==> config.mk <==
export PLATFORM = sky130hd
export DESIGN_NAME = demux15_stream_generic
export DESIGN_NICKNAME = d
export VERILOG_FILES = /design/src/rtl/demux15_stream_generic.sv
export SDC_FILE = /design/constraint.sdc
export NUM_CORES = 1
export LEC_CHECK = 0
export CAP_MARGIN = 20
export CORE_MARGIN = 2
export CORE_UTILIZATION = 38
export CTS_CLUSTER_SIZE = 12
export DETAILED_ROUTE_END_ITERATION = 8
export DONT_BUFFER_PORTS = 1
export SKIP_LAST_GASP = 1
export SLEW_MARGIN = 0
export SYNTH_ARGS = -nofsm -noshare
export SYNTH_HDL_FRONTEND = slang
export SYNTH_SLANG_ARGS = --single-unit
==> constraint.sdc <==
create_clock -name clk -period 1.6 [get_ports clk]
set_input_delay 0.24 -clock clk [delete_from_list [all_inputs] [get_ports clk]]
set_output_delay 0.24 -clock clk [all_outputs]
set_load 0.005 [all_outputs]
==> src/rtl/demux15_stream_generic.sv <==
// 1:5 stream demux, one registered stage, 1-clk latency; a stalled lane backpressures all lanes.
// Optional DEMUX15_ILLEGAL_DROP_EN: sel 5..7 is dropped and counted instead of routed to lane e.
module demux15_stream_generic #(
    parameter int bit_width = 16
) (
    input  logic                 clk,
    input  logic                 rst_n,
    input  logic [bit_width-1:0] in_data,
    input  logic [2:0]           in_sel,
    input  logic                 in_valid,
    output logic                 in_ready,
    output logic [bit_width-1:0] out_data,
    output logic [4:0]           out_valid,
    input  logic [4:0]           out_ready,
    output logic                 err_pulse,
    output logic [7:0]           err_cnt
);

    typedef enum logic {EMPTY, FULL} state_t;

    state_t               state_q, state_d;
    logic [bit_width-1:0] data_q, data_d;
    logic [4:0]           vld_q, vld_d;
    logic                 out_fire;
    logic                 accept;
    logic                 illegal;
    logic                 load;
    logic [4:0]           lane;

    // sel[2] wins over sel[1:0], mirroring the 5:1 mux tree this undoes.
    assign lane = in_sel[2] ? 5'b10000 : (5'b00001 << in_sel[1:0]);

`ifdef DEMUX15_ILLEGAL_DROP_EN
    assign illegal = in_sel[2] & (|in_sel[1:0]);
`else
    assign illegal = 1'b0;
`endif

    assign out_fire = |(vld_q & out_ready);
    assign accept   = in_valid & in_ready;
    assign load     = accept & ~illegal;

    always_comb begin
        state_d  = state_q;
        data_d   = data_q;
        vld_d    = vld_q;
        in_ready = 1'b0;
        if (rst_n) begin
            case (state_q)
                EMPTY: in_ready = 1'b1;
                FULL:  in_ready = out_fire;
                default: in_ready = 1'b0;
            endcase
        end
        if (load) begin
            state_d = FULL;
            data_d  = in_data;
            vld_d   = lane;
        end else if (state_q == FULL && out_fire) begin
            state_d = EMPTY;
            vld_d   = 5'b0;
        end
    end

    always_ff @(posedge clk) begin
        if (!rst_n) begin
            state_q <= EMPTY;
            data_q  <= '0;
            vld_q   <= 5'b0;
        end else begin
            state_q <= state_d;
            data_q  <= data_d;
            vld_q   <= vld_d;
        end
    end

    assign out_data  = data_q;
    assign out_valid = vld_q;

`ifdef DEMUX15_ILLEGAL_DROP_EN
    logic       err_pulse_q, err_pulse_d;
    logic [7:0] err_cnt_q, err_cnt_d;

    always_comb begin
        err_pulse_d = accept & illegal;
        err_cnt_d   = err_cnt_q;
        if (err_pulse_d && err_cnt_q != 8'hFF) begin
            err_cnt_d = err_cnt_q + 8'd1;
        end
    end

    always_ff @(posedge clk) begin
        if (!rst_n) begin
            err_pulse_q <= 1'b0;
            err_cnt_q   <= 8'h00;
        end else begin
            err_pulse_q <= err_pulse_d;
            err_cnt_q   <= err_cnt_d;
        end
    end

    assign err_pulse = err_pulse_q;
    assign err_cnt   = err_cnt_q;
`else
    assign err_pulse = 1'b0;
    assign err_cnt   = 8'h00;
`endif

endmodule
==> results.md, run 1 <==
- Status: finished, final reports clean
- Worst setup margin: 0.1235 ns
- Tot Pwr: 1.226 mW
- TritonCTS buffer count: 3
- Total gr overflow: 0
- Mapped Area: 1398 sq um
- Fin cells: 195
- WL per Instance: 16.66 microns
- Final WL: 3249 microns
- Top post-synthesis cells by area: dfxtp_1 32%, a2bb2oi_1 10%, o211ai_2 9.0%
- Detailed Place HPWL: 2249 microns
- Pre-CTS WS: 0.2414 ns
- Synthesized instance count: 153
- Post-synthesis simple-gate area fraction: 24.62%
- Hold Fails Final Rpt: 0
- Setup_tns: 0 ns
- Worst VDD drop: 0.0002599 V
- Clock skew: 0.0008459 ns
- Std cell rows: 22
- Slowest stage delay, CP: 0.43 ns
- Via density per instance: 5.815
- Chip width: 64.65 microns
- Pin count of the biggest net entering global routing: 42
- Die ar.: 4179 sq um
- Distinct cells, synth: 25
- Placed cell areas: 1360 sq um
- Worst hold slack: 0.08993 ns
- Yosys warning total: 0
- Core Util, Final: 39.69%
- Core area: 3606 sq um
- Critical Path RT: 1.36 ns
- RePlAce Congestion: 0.7024
- R2R Path Start: out_valid[0]
- Final Slew Violations: 0
- Cell taking the most area after synthesis: dfxtp_1
- Gr usage total: 15.86%
- Clk_lat worst skew: 0.26 ns
- Fin area: 1431 sq um
- Mapped Avg Cell Area: 9.135 sq um
- Post-Synth XOR/XNOR Area: 0%
- Share of layout cells above drive strength 1: 16.33%
- Max-cap viol count: 0
- DRT antenna net count: 0
- Share of the synthesized area in the top cell type: 31.51%
- Buffers on Ports: 0
- Slew @ Worst Pin: 0.5353 ns
- Reg2reg path depth: 5
- Die height: 64.65 microns
- Leakage: 0.5343 nW
- Compound-Gate Fraction of Synth Area: 30.71%
- Area grow syn2layout: 2.417%
- Largest family of logic cells by synthesized area: compound AO/OA/AOI/OAI gates
- Synth Register Bits: 22
- Fmax: 0.6773 GHz
- Register area share after synthesis: 31.51%
- Crit path DAT: 1.24 ns
- CP Max Fanout: 7
- Setup violations, final: 0
- Placed insts: 189
- Vias: 1134
- CP Launch Type: flip-flop
- Worst-path clk slew: 0.08 ns
- Vias in the first global route: 1089
- I/O pins: 58
- Crit end category: primary output
- First-pass GRT wire length: 5223 microns
- Ant diodes: 0
- Worst slew margin: 64.28%
- P per Cell Area: 856.7 nW/um^2
- HP Class: in -> reg
- Min Clock Period, post-route: 1.477 ns
- End of the critical path: in_ready
- Starting Density: 38.76%
- Clk root buf: clkbuf_8
- Hold_buf cts: 0
- # DRC: 0
- Post-Synth Adder-Cell Area: 0%
- Initial DRC Count: 75
- CTS Buffer Depth: 2
- RR Endpoint: out_data[8]
- # nets final: 175
- Drt first pass iters: 4
- Mux cell area share after synthesis: 0%
- Initial antenna violation count: 0
- Slowest cell on crit path: dfxtp_1
- CTS H-Tree Depth: 1
- CTS tree: done
- Sink Count: 22
- Reg2reg setup slack: 0.19 ns
- Final period utilization: 92.28%
- Crit-path cells: a22oi_4, and3_2, nor2b_1
- CP startpoint: out_valid[0]
- Kind of critical path: reg -> out
- RSZ-0062 raised after global routing: no
[final cells by class]
type	count	area, sq um
well taps	48	60.06
fillers	366	2175
clock buffers	4	55.05
repair buffers	6	45.04
flip-flops and latches	22	440.4
inverters	6	22.52
multi-input cells	109	808.3
[worst min path at each step]
stage | slack (ns) | start | endpoint | cells after the start
floorplan | 0.36 | in_sel[2] | out_valid[1] | 1
global placement | 0.37 | in_sel[2] | out_valid[1] | 1
detailed placement | 0.37 | in_sel[2] | out_valid[2] | 1
CTS | 0.08 | in_sel[2] | out_valid[2] | 1
global route | 0.08 | in_sel[2] | out_valid[0] | 1
finish | 0.09 | in_sel[2] | out_valid[2] | 1
[report_power, final]
group	switching, mW	leakage [nW]	internal, mW
Sequential	0.0336	0.181	0.591
Clock	0.189	0.0288	0.219
Combinational	0.104	0.325	0.0892
Total	0.326	0.534	0.900
[state kept, by name, indices dropped and copies added (netlist names)]
signal	cells
out_data	16
out_valid	5
state_q	1
[cells in the mapped netlist, drive strengths merged]
cell type / n
o22ai: 1
o211ai: 16
nor2b: 1
nor3b: 1
conb: 1
nand4: 17
a22oi: 2
a21boi: 1
o32ai: 4
and2: 17
a2bb2oi: 16
nor2: 1
nand4b: 2
buf: 17
a41oi: 1
o21a: 1
and3: 1
dfxtp: 22
nand3: 18
clkbuf: 7
inv: 6
[cell usage in the layout, fill, tap and decap left out]
| master | Yosys | final |
|---|---|---|
| a41oi_1 | 1 | 1 |
| clkbuf_8 | 0 | 4 |
| o22ai_1 | 1 | 1 |
| o32ai_1 | 4 | 4 |
| nor3b_1 | 1 | 1 |
| nor2b_1 | 1 | 1 |
| a2bb2oi_1 | 16 | 16 |
| nand3_1 | 18 | 18 |
| buf_4 | 10 | 6 |
| conb_1 | 1 | 9 |
| a21boi_4 | 1 | 1 |
| nor2_1 | 1 | 1 |
| nand4_1 | 17 | 17 |
| nand4b_1 | 2 | 2 |
| o211ai_2 | 10 | 10 |
| inv_1 | 6 | 6 |
| dfxtp_1 | 22 | 22 |
| and3_2 | 0 | 1 |
| a22oi_4 | 2 | 2 |
| and2_1 | 17 | 17 |
| o211ai_1 | 6 | 6 |
| o21a_1 | 1 | 1 |
[per-layer routing]
layer  GRT usage [%]  share of wire (%)
met3           5.903                8.4
met1           19.40                 44
met5               0                  0
met2           25.91                 47
met4           4.787               0.52
[worst max-delay path, delay by kind of cell, from the launching register on]
kind	cells	cell delay [ns]
flip-flops	1	0.43
AND/OR/NAND/NOR	2	0.42
AO/OA/AOI/OAI	1	0.12
[what timing repair did]
action                     in CTS  in global routing
resized for setup               1                  0
pin swaps                       0                  1
setup buffers                   0                  2
setup endpoints to repair       1                  1
[kinds of logic (layout without fill, tap and decap cells)]
kind of cell | after synthesis | in the layout
AOI/OAI and AO/OA | 42 | 42
buffers and inverters | 30 | 16
DFF | 22 | 22
other | 1 | 9
and+or+nand+nor | 58 | 58
Note: power is estimated with default switching activity, not from simulation.
==> run 2, diff against run 1 <==
--- a/config.mk
+++ b/config.mk
@@ -6,11 +6,14 @@
 export NUM_CORES = 1
 export LEC_CHECK = 0
 export CAP_MARGIN = 20
+export CELL_PAD_IN_SITES_DETAIL_PLACEMENT = 1
+export CELL_PAD_IN_SITES_GLOBAL_PLACEMENT = 1
 export CORE_MARGIN = 2
 export CORE_UTILIZATION = 38
 export CTS_CLUSTER_SIZE = 12
 export DETAILED_ROUTE_END_ITERATION = 8
 export DONT_BUFFER_PORTS = 1
+export PLACE_DENSITY_LB_ADDON = 0.1
 export SKIP_LAST_GASP = 1
 export SLEW_MARGIN = 0
 export SYNTH_ARGS = -nofsm -noshare
==> results.md, run 2 (synthesis gave the netlist of run 1 again) <==
- Status: finished, final reports clean
- Kind of critical path: reg -> out
- CP Launch Type: flip-flop
- # DRC: 0 (unchanged)
- Die ar.: 4179 sq um (unchanged)
- CTS-repair resized insts: 0 (-1)
- Leakage: 0.5185 nW (-3.0%)
- Slowest cell on crit path: dfxtp_1
- WL per Instance: 18.56 microns (+11%)
- Max FFs per register: 16 (unchanged)
- Share of layout cells above drive strength 1: 15.17% (-1.2 points)
- Gr usage total: 18.06% (+2.2 points)
- Max-cap viol count: 0 (unchanged)
- Placed insts: 190 (+0.53%)
- RePlAce Congestion: 0.7164 (+2.0%)
- Worst slew margin: 63.69% (-0.58 points)
- Ant diodes: 0 (unchanged)
- Final period utilization: 95.23% (+3.0 points)
- CTS H-Tree Depth: 1 (unchanged)
- Fmax: 0.6563 GHz (-3.1%)
- Hold Fails Final Rpt: 0 (unchanged)
- Final Slew Violations: 0 (unchanged)
- CP Max Fanout: 8 (+1)
- Crit end category: primary output
- Placed cell areas: 1368 sq um (+0.55%)
- Crit path DAT: 1.28 ns (+0.04 ns)
- Area grow syn2layout: 0.8951%
- I/O pins: 58 (unchanged)
- Drt first pass iters: 4 (unchanged)
- P per Cell Area: 836.1 nW/um^2 (-2.4%)
- CTS tree: done
- Initial antenna violation count: 0 (unchanged)
- Vias in the first global route: 1188 (+9.1%)
- Core area: 3606 sq um (unchanged)
- Fin area: 1410 sq um (-1.5%)
- Total gr overflow: 0 (unchanged)
- Fill count: 433 (+18%)
- Slowest stage delay, CP: 0.34 ns (-0.09 ns)
- Hold_buf cts: 0 (unchanged)
- Via density per instance: 5.979 (+2.8%)
- # nets final: 174 (-0.57%)
- Starting Density: 38.76% (unchanged)
- Clock skew: 0.007648 ns (+0.006802 ns)
- Min Clock Period, post-route: 1.524 ns (+0.04720 ns)
- Detailed Place HPWL: 2392 microns (+6.4%)
- First-pass GRT wire length: 5934 microns (+14%)
- Commonest non-fill, non-tap cells in the layout: 22 x dfxtp_1, 18 x nand3_1, 17 x and2_1, 17 x nand4_1, 16 x a2bb2oi_1
- RSZ-0062 raised after global routing: no
- CP top delay family: simple AND/OR/NAND/NOR gates
- HP Class: in -> reg
- Chip width: 64.65 microns (unchanged)
- Sink Count: 22 (unchanged)
- Vias: 1154 (+1.8%)
- Critical Path RT: 1.36 ns (about the same)
- Setup violations, final: 0 (unchanged)
- CTS Buffer Depth: 2 (unchanged)
- Pin count of the biggest net entering global routing: 42 (unchanged)
- Worst path bufs/invs: 0 (unchanged)
- Buffers on Ports: 0 (unchanged)
- Die height: 64.65 microns (unchanged)
- Most common cell after layout, fill and taps aside: dfxtp_1
- Core Util, Final: 39.10% (-0.59 points)
- Clk_lat worst skew: 0.26 ns (about the same)
- DRT antenna net count: 0 (unchanged)
- Setup_tns: 0 ns (unchanged)
- Pre-CTS WS: 0.2630 ns (+0.02158 ns)
- Worst setup margin: 0.07627 ns (-0.04720 ns)
- Crit-path cells: a21boi_4, and3_2, nor2b_1
- Slew @ Worst Pin: 0.5440 ns (+0.008748 ns)
- Fin cells: 193 (-1.0%)
- Worst VDD drop: 0.0003026 V (+16%)
- TritonCTS buffer count: 3 (unchanged)
- Worst-path clk slew: 0.08 ns (about the same)
- Final WL: 3582 microns (+10%)
- Initial DRC Count: 25 (-67%)
- Reg2reg setup slack: 0.22 ns (+0.03 ns)
- Post-CTS Setup Repair Bufs: 0 (unchanged)
- Std cell rows: 22 (unchanged)
- Clk root buf: clkbuf_8
run 2: power by group:
group / internal (mW) / switching [mW] / total, mW
registers: 0.591 / 0.0344 / 0.626
logic: 0.0882 / 0.108 / 0.196
clock network: 0.168 / 0.189 / 0.357
run 2: final cells by class:
class | count | area [sq um] | share of cell area (%)
flip-flops and latches | 22 | 440.4 | 31.23
well taps | 48 | 60.06 | 4.259
inverters | 6 | 22.52 | 1.597
clock buffers | 3 | 41.29 | 2.928
multi-input cells | 109 | 808.3 | 57.32
repair buffers | 5 | 37.54 | 2.662
run 2: path summary, 6_finish.rpt:
check / depth (start not counted) / startpoint / to
worst min register to register: 2 / out_valid[1] / out_valid[1]
worst max-delay path: 3 / state_q / in_ready
worst max register to register: 4 / out_valid[2] / out_data[0]
worst min-delay path: 1 / in_sel[2] / out_valid[0]
run 2: routing by layer:
metal  up-vias  wire, microns  track usage (%)
li1        552              -                -
met1       569           1717            24.36
met2        31           1657            28.91
met3         2            190            4.340
met4         0             17            4.787
met5         -              0                0
run 2: per-stage QoR:
stage	hold WS, ns	power [mW]
floorplan	0.3572	0.8366
global placement	0.3603	0.8262
detailed placement	0.3627	0.8333
CTS	0.08354	1.191
global route	0.08288	1.240
finish	0.09224	1.179
==> run 3, diff against run 2 <==
--- a/config.mk
+++ b/config.mk
@@ -5,6 +5,7 @@
 export SDC_FILE = /design/constraint.sdc
 export NUM_CORES = 1
 export LEC_CHECK = 0
+export ABC_AREA = 1
 export CAP_MARGIN = 20
 export CELL_PAD_IN_SITES_DETAIL_PLACEMENT = 1
 export CELL_PAD_IN_SITES_GLOBAL_PLACEMENT = 1
==> results.md, run 3 <==
- Status: finished, final reports clean
- Fin area: 1062 sq um (-25%)
- Met3 Resource Use GR: 3.917% (-0.42 points)
- Setup_tns: 0 ns (unchanged)
- Yosys warning total: 0 (unchanged)
- Chip width: 56.47 microns (-13%)
- Distinct cells, synth: 17 (-32%)
- WL per Instance: 15.02 microns (-19%)
- HP Class: in -> reg
- Final WL: 2343 microns (-35%)
- Most common cell after layout, fill and taps aside: nand3_1
- Critical path depth: 6 (+3)
- Mapped Area: 1046 sq um (-25%)
- Mapped Avg Cell Area: 8.302 sq um (-9.1%)
- Initial DRC Count: 7 (-72%)
- DRT antenna net count: 0 (unchanged)
- Critical Path RT: 1.36 ns (about the same)
- Crit path DAT: 1.24 ns (-0.04 ns)
- Pint: 763.2 uW (-10%)
- Via density per instance: 5.199 (-13%)
- Total gr overflow: 0 (unchanged)
- TritonCTS buffer count: 3 (unchanged)
- Fmax: 0.6772 GHz (+3.2%)
- Met1 Resource Use GR: 16.95% (-7.4 points)
- CTS H-Tree Depth: 1 (unchanged)
- RSZ-0062 raised after global routing: no
- Worst VDD drop: 0.0005898 V (+95%)
- Buffers on Ports: 0 (unchanged)
- Gr usage total: 14.12% (-3.9 points)
- Share of the synthesized area in the top cell type: 42.11% (+11 points)
- Slowest cell on crit path: dfxtp_1
- Worst-path clk slew: 0.12 ns (+0.04 ns)
- Die ar.: 3188 sq um (-24%)
- CP startpoint: out_valid[0]
- Drt first pass iters: 3 (-1)
- # DRC: 0 (unchanged)
- Fill count: 330 (-24%)
- Tot Pwr: 1.017 mW (-14%)
- Detailed Place HPWL: 1586 microns (-34%)
- First-pass GRT wire length: 3608 microns (-39%)
- Net Sw Frac: 24.96% (-3.1 points)
- CTS tree: done
- Clk_lat worst skew: 0.29 ns (+0.03 ns)
- Crit end category: primary output
- R2R Path Start: out_valid[0]
- Most common cell in the synthesized netlist: nand3_1
- Setup violations, final: 0 (unchanged)
- Reg2reg path depth: 8 (+4)
- Starting Density: 38.94% (+0.18 points)
- Hold Fails Final Rpt: 0 (unchanged)
- Leakage: 0.4697 nW (-9.4%)
- Synthesized instance count: 126 (-18%)
- Slowest stage delay, CP: 0.36 ns (+0.02 ns)
- Synth cell count leaders: 28 x nand3_1, 25 x nand2_1, 22 x dfxtp_1
- Min Clock Period, post-route: 1.477 ns (-0.04711 ns)
- Hold Path Origin: in_data[15]
- Placed cell areas: 993.5 sq um (-27%)
- Ys async rst share: 0% (unchanged)
- Hold_buf cts: 0 (unchanged)
- Sink Count: 22 (unchanged)
- Initial antenna violation count: 0 (unchanged)
- Sequential Power Share: 60.3% (+7.2 points)
- Comb power frac: 10.3% (-6.4 points)
- Share of layout cells above drive strength 1: 19.20% (+4.0 points)
- Clk root buf: clkbuf_4
- RePlAce Congestion: 0.6763 (-5.6%)
- Cell taking the most area after synthesis: dfxtp_1
- Post-synth EDFFs: 0 (unchanged)
- Clock skew: 0.001267 ns (-0.006381 ns)
- Std cell rows: 19 (-14%)
- Psw: 253.9 uW (-23%)
- Most Crowded Layer GR: met2
- Worst Hold Path Cells: 2 (+1)
- Area grow syn2layout: 1.555%
- Top post-synthesis cells by area: dfxtp_1 42%, nand3_1 13%, nand2_1 9.0%
- Commonest non-fill, non-tap cells in the layout: 28 x nand3_1, 24 x nand2_1, 22 x dfxtp_1
- Vias: 811 (-30%)
- Kind of critical path: reg -> out
- Ant diodes: 0 (unchanged)
- Final Slew Violations: 0 (unchanged)
- Vias in the first global route: 758 (-36%)
- CP top delay family: simple AND/OR/NAND/NOR gates
- Pin count of the biggest net entering global routing: 25 (-40%)
- Final period utilization: 92.29% (-2.9 points)
- Register area share after synthesis: 42.11% (+11 points)
- CP Max Fanout: 9 (+1)
- Max-cap viol count: 0 (unchanged)
- Clock share of power: 29.3% (-1.0 points)
- Placed insts: 149 (-22%)
- P per Cell Area: 957.5 nW/um^2 (+15%)
- # nets final: 153 (-12%)
- Synth Register Bits: 22 (unchanged)
- Crit-path cells: nand2_1, nand2_2, nor2_4, nand3_4, nand2_4, clkinv_4
- CP Launch Type: flip-flop
- Post-synth top flop: dfxtp_1
- Met2 GRT Util: 23.59% (-5.3 points)
- I/O pins: 58 (unchanged)
- Core area: 2686 sq um (-26%)
- CTS Buffer Depth: 2 (unchanged)
- Die height: 56.47 microns (-13%)
- Pre-CTS WS: 0.2537 ns (-0.009310 ns)
- Fin cells: 156 (-19%)
- Worst setup margin: 0.1234 ns (+0.04711 ns)
- Max FFs per register: 16 (unchanged)
- Worst path bufs/invs: 1 (+1)
-- run 3: worst register-to-register path: cells and delay by family (launching register included) --
kind                   cells  cell delay [ns]
AOI/OAI and AO/OA          1             0.13
buffers and inverters      1             0.17
DFF                        1             0.36
and+or+nand+nor            6             0.68
-- run 3: stage by stage --
stage / utilization, % / hold WS, ns
2_1_floorplan: - / 0.3688
3_3_place_gp: 36.98 / 0.3718
3_5_place_dp: 36.98 / 0.3766
4_1_cts: 38.43 / 0.05006
5_1_grt: 39.54 / 0.04311
6_report: 39.54 / 0.06024
-- run 3: path summary, 6_finish.rpt --
| check | endpoint | slack, ns |
|---|---|---|
| worst max-delay path | in_ready | 0.12 |
| worst min-delay path | out_data[15] | 0.06 |
| worst min register to register | out_data[12] | 0.49 |
| worst max register to register | out_valid[2] | 0.21 |
-- run 3: kinds of logic (layout without fill, tap and decap cells) --
group	count (synthesis)	after routing	share of synthesized area (%)
flip-flops	22	22	42.11
AO/OA/AOI/OAI	6	6	2.871
other	1	9	0.3585
AND/OR/NAND/NOR	75	75	40.91
buffers and inverters	22	13	13.76
-- run 3: final cells by class --
type | instances | area [sq um] | area share, %
multi-input cells | 90 | 499.2 | 47.00
flip-flops and latches | 22 | 440.4 | 41.46
well taps | 31 | 38.79 | 3.651
clock buffers | 4 | 36.28 | 3.416
inverters | 6 | 27.53 | 2.591
repair buffers | 2 | 15.01 | 1.413
repair inverters | 1 | 5.005 | 0.4711
-- run 3: layer usage --
| layer | wire, microns | up-vias |
|---|---|---|
| li1 | - | 404 |
| met1 | 952 | 379 |
| met2 | 1201 | 26 |
| met3 | 173 | 2 |
| met4 | 16 | 0 |
| met5 | 0 | - |
-- run 3: what timing repair did --
item / CTS / global route
pin swaps: 0 / 1
buffers inserted: 0 / 2
gates cloned: 0 / 1
setup endpoints to repair: 1 / 1
resized for setup: 1 / 4
-- run 3: power by group through the flow --
| stage | clock network [mW] | registers [mW] | logic, mW |
|---|---|---|---|
| 2_1_floorplan | 0 | 0.620 | 0.120 |
| 3_3_place_gp | 0 | 0.627 | 0.0892 |
| 3_5_place_dp | 0 | 0.627 | 0.0930 |
| 4_1_cts | 0.314 | 0.615 | 0.0946 |
| 5_1_grt | 0.333 | 0.618 | 0.121 |
| 6_report | 0.299 | 0.614 | 0.105 |
